File: config.mk
export PLATFORM = sky130hd
export DESIGN_NAME = block_accumulator
export DESIGN_NICKNAME = d
export VERILOG_FILES = /design/src/rtl/block_acc_pkg.sv /design/src/rtl/block_accumulator_sat_adder.sv /design/src/rtl/block_accumulator.sv
export SDC_FILE = /design/constraint.sdc
export NUM_CORES = 1
export LEC_CHECK = 0
export ABC_AREA = 1
export CORE_MARGIN = 2
export CORE_UTILIZATION = 44
export CTS_CLUSTER_SIZE = 30
export DETAILED_ROUTE_END_ITERATION = 8
export DONT_BUFFER_PORTS = 1
export PLACE_DENSITY_LB_ADDON = 0.1
export SYNTH_ARGS = -nofsm -noshare
export SYNTH_HDL_FRONTEND = slang
export SYNTH_SLANG_ARGS = --single-unit
File: constraint.sdc
create_clock -name clk -period 3.1 [get_ports clk]
set_input_delay 0.465 -clock clk [delete_from_list [all_inputs] [get_ports clk]]
set_output_delay 0.465 -clock clk [all_outputs]
set_load 0.01 [all_outputs]
File: src/rtl/block_acc_pkg.sv
// Shared types and constants for the block accumulator.
// State encoding and arithmetic mode selectors.
package block_acc_pkg;

   typedef logic [0:0] state_t;

   localparam state_t ACCUM = 1'b0;
   localparam state_t HOLD  = 1'b1;

   localparam logic MODE_WRAP = 1'b0;
   localparam logic MODE_SAT  = 1'b1;

endpackage

File: src/rtl/block_accumulator_sat_adder.sv
// Combinational W-bit adder with optional saturation.
// carry reports the unclipped overflow in either mode.
module sat_adder
   import block_acc_pkg::*;
#(
   parameter int W = 8
) (
   input  logic [W-1:0] a,
   input  logic [W-1:0] b,
   input  logic         sat,
   output logic [W-1:0] sum,
   output logic         carry
);

   logic [W:0] full;

   always_comb begin
      full  = {1'b0, a} + {1'b0, b};
      carry = full[W];
      if (sat == MODE_SAT && carry)
         sum = '1;
      else
         sum = full[W-1:0];
   end

endmodule

File: src/rtl/block_accumulator.sv
// Sums BLOCK_LEN samples per block and hands the sum downstream.
// Define BLOCK_ACC_OVF_FLAG_EN to add the per-block ovf output.
module block_accumulator
   import block_acc_pkg::*;
#(
   parameter int IN_W      = 4,
   parameter int ACC_W     = 8,
   parameter int BLOCK_LEN = 4,
   localparam int CW       = $clog2(BLOCK_LEN + 1)
) (
   input  logic             clk,
   input  logic             rst,
   input  logic             clr,
   input  logic             sat_mode,
   input  logic [IN_W-1:0]  in_data,
   input  logic             in_valid,
   output logic             in_ready,
   output logic [ACC_W-1:0] out_data,
   output logic             out_valid,
   input  logic             out_ready,
`ifdef BLOCK_ACC_OVF_FLAG_EN
   output logic [CW-1:0]    count,
   output logic             ovf
`else
   output logic [CW-1:0]    count
`endif
);

   state_t           state;
   logic [ACC_W-1:0] acc;
   logic [ACC_W-1:0] sum;
   logic             carry;
   logic [CW-1:0]    count_nxt;
   logic             last;

   sat_adder #(
      .W(ACC_W)
   ) u_add (
      .a    (acc),
      .b    (ACC_W'(in_data)),
      .sat  (sat_mode),
      .sum  (sum),
      .carry(carry)
   );

   assign count_nxt = count + CW'(1);
   assign last      = (count_nxt == CW'(BLOCK_LEN));
   assign in_ready  = (state == ACCUM);
   assign out_valid = (state == HOLD);

   always_ff @(posedge clk) begin
      if (!rst) begin
         state    <= ACCUM;
         acc      <= '0;
         count    <= '0;
         out_data <= '0;
      end else if (clr) begin
         state <= ACCUM;
         acc   <= '0;
         count <= '0;
      end else begin
         unique case (1'b1)
            (state == ACCUM): begin
               if (in_valid) begin
                  acc   <= sum;
                  count <= count_nxt;
                  if (last) begin
                     state    <= HOLD;
                     out_data <= sum;
                  end
               end
            end
            (state == HOLD): begin
               if (out_ready) begin
                  state <= ACCUM;
                  acc   <= '0;
                  count <= '0;
               end
            end
            default: ;
         endcase
      end
   end

`ifdef BLOCK_ACC_OVF_FLAG_EN
   // ovf_blk collects carries until the block closes into ovf
   logic ovf_blk;

   always_ff @(posedge clk) begin
      if (!rst || clr) begin
         ovf_blk <= 1'b0;
         ovf     <= 1'b0;
      end else if (state == ACCUM && in_valid) begin
         ovf_blk <= ovf_blk | carry;
         if (last)
            ovf <= ovf_blk | carry;
      end else if (state == HOLD && out_ready) begin
         ovf_blk <= 1'b0;
         ovf     <= 1'b0;
      end
   end
`endif

endmodule

==> flow_metrics.tcl <==
set metrics [dict create \
    status "finished clean" \
    via_count 937 \
    r2r_start "out_valid$_SDFF_PP0_" \
    syn_to_final_growth_pct 4.186 \
    drv_cap 0 \
    slowest_stage "nor2_1" \
    grt-ovfl-total 0 \
    r2r_end "acc[4]$_SDFFE_PP0P_" \
    leakagePower_nw 0.5317 \
    endpoint_kind "flop" \
    drt-total-wl_microns 2110 \
    grt_max_degree 13 \
    cts.sinks 20 \
    grtUsageTotal 0.1667 \
    remaining_drc_errors 0 \
    clock_path_buffers 2 \
    seq_area_frac_synth 0.3721 \
    crit_end "acc[4]$_SDFFE_PP0P_" \
    grt_pass1_vias 817 \
    power_mw 0.4549 \
    startpoint "out_valid$_SDFF_PP0_" \
    start_util 0.4772 \
    final-setup-viol-count 0 \
    startpoint_type "flop" \
    portBuffers 0 \
    num-fill-cells 231 \
    vias_per_cell 5.065 \
    synth.distinct_cells 19 \
    fmax_ghz 0.5546 \
    cts-root-buf "clkbuf_4" \
    post_cts.repair.setup_buffers 0 \
    cp_num_cells 6 \
    crit_type "reg2reg" \
    peakVddDrop_uv 209.4 \
    final_nets 175 \
    syn_area_per_cell_sq_um 6.898 \
    die_x_microns 53.45 \
    slew_headroom 0.5074 \
    die_y_microns 53.45 \
    synthCells 156 \
    worstPathCellList "inv_2 -> or2_4 -> o21ai_2 -> nor2_1 -> nand2_1 -> a21oi_1" \
    r2r_cells 6 \
    grt_pass1_wl_microns 3429 \
    tns_ps 0 \
    die_area_sq_um 2857 \
    dr.first_iter.drc_count 12 \
    firstDrtPassIters 4 \
    wire_per_inst_microns 11.41 \
    synth_warnings 0 \
    core-area_sq_um 2255 \
    rows 17 \
    path_max_fanout 12 \
    worstPathArrival_ps 2040 \
    hold_path.class "in2reg" \
    path_buf_inv 1 \
    min_period_ps 1803 \
    fin_crit_sh 0.5816 \
    clk_pin_slew_ps 110 \
    syn-cell-area_sq_um 1076 \
    insertion_delay_ps 300 \
    syn_nets 173 \
    clock_skew_ps 2.523 \
    antenna_found_initial 0 \
    r2r_slack_ps 1300 \
    hold_viol_final 0 \
    dp_hpwl_microns 1617 \
    drive_gt1_frac 0.08280 \
    slowest_delay_ps 620 \
    grt_setup_unrepaired "false" \
    cts.repair.resized 0 \
    worst_pin_slew_ps 736.2 \
    pwr_density_cell_nw_per_um2 405.8 \
    diodes 0 \
    report.final.slew_viol_count 0 \
    gp_congestion 0.7502 \
    drtAntennaViolNets 0 \
    ys_seq_elements 20 \
    crit_required_ps 3340 \
    pin_count 23 \
    htreeDepth 1 \
    numCtsBuffers 3 \
    crit_family "simple AND/OR/NAND/NOR gates" \
    cts_hold_buf 0 \
    cts_tree "built" \
]
-- synth_stat cells, drive strengths merged --
master,number,area [sq um]
nand2,40,150.1
inv,22,82.58
nor2,22,85.09
dfxtp,20,400.4
a21oi,13,65.06
nand3,13,75.07
o21ai,10,53.80
ha,6,75.07
or2,3,21.27
buf,2,22.52
nand4,2,12.51
clkbuf,1,3.750
fa,1,20.02
xnor2,1,8.760
-- metal layers --
| metal | routed length, microns | GRT usage | share of wire |
|---|---|---|---|
| met3 | 90 | 0.02825 | 0.043 |
| met5 | 0 | 0 | 0 |
| met2 | 954 | 0.2675 | 0.45 |
| met4 | 42 | 0.08120 | 0.020 |
| met1 | 1023 | 0.2131 | 0.48 |
-- cell usage in the layout, fill, tap and decap left out --
cell and count:
nor2_1 21, clkbuf_4 3, nor2_2 1, ha_1 6, fa_1 1, dfxtp_1 20, nand4_1 2, o21ai_2 1
o21ai_0 9, clkbuf_8 1, or2_2 2, a21oi_1 13, nand3_2 2, xnor2_1 1, inv_1 20, nand3_1 11
or2_4 1, inv_2 2, nand2_1 40
-- stage by stage --
stage,cells,hold WS (ps),util,worst slack (ps),area [sq um]
after floorplan,156,447.2,-,1325,1076
after global placement,181,456.3,0.4811,1200,1085
after detailed placement,181,463.0,0.4811,1160,1085
after CTS,185,284.2,0.4972,1246,1121
after global routing,185,280.8,0.4972,1131,1121
final,185,293.4,0.4972,1297,1121
-- worst register-to-register path, delay by kind of cell (launching register included) --
kind | cells | cell delay (ps)
flops | 1 | 400
simple gates | 3 | 900
buf+inv | 1 | 130
compound gates | 2 | 320
-- area by class of cell --
cell class / count / area [sq um] / area share
Sequential cell: 20 / 400.4 / 0.3571
Inverter: 22 / 82.58 / 0.07366
Multi-Input combinational cell: 111 / 566.8 / 0.5056
Tap cell: 28 / 35.03 / 0.03125
Clock buffer: 4 / 36.28 / 0.03237
-- registers in the layout, indices dropped and copies added (netlist names) --
name / flops
out_data: 8
acc: 8
count: 3
out_valid: 1
-- power by group --
group          internal, mW  leakage [nW]  switching (mW)
combinational        0.0125         0.349          0.0248
sequential            0.260         0.162         0.00303
clock                0.0717        0.0210          0.0827
-- worst min-delay path by stage --
stage	endpoint	from	depth (start not counted)
after floorplan	acc[0]$_SDFFE_PP0P_	acc[0]$_SDFFE_PP0P_	2
after global placement	acc[3]$_SDFFE_PP0P_	acc[3]$_SDFFE_PP0P_	2
after detailed placement	acc[3]$_SDFFE_PP0P_	acc[3]$_SDFFE_PP0P_	2
after CTS	out_data[6]$_SDFFE_PN0P_	rst	2
after global routing	out_data[6]$_SDFFE_PN0P_	rst	2
final	out_data[6]$_SDFFE_PN0P_	rst	2
-- cell families (layout without fill, tap and decap cells) --
| kind of cell | Yosys count | in the layout | synth area share |
|---|---|---|---|
| simple gates | 80 | 80 | 0.3198 |
| buf+inv | 25 | 26 | 0.1012 |
| compound gates | 23 | 23 | 0.1105 |
| flops | 20 | 20 | 0.3721 |
| fa+ha+maj | 7 | 7 | 0.08837 |
| xor+xnor | 1 | 1 | 0.008141 |
Power figures use the tool's default switching activity.
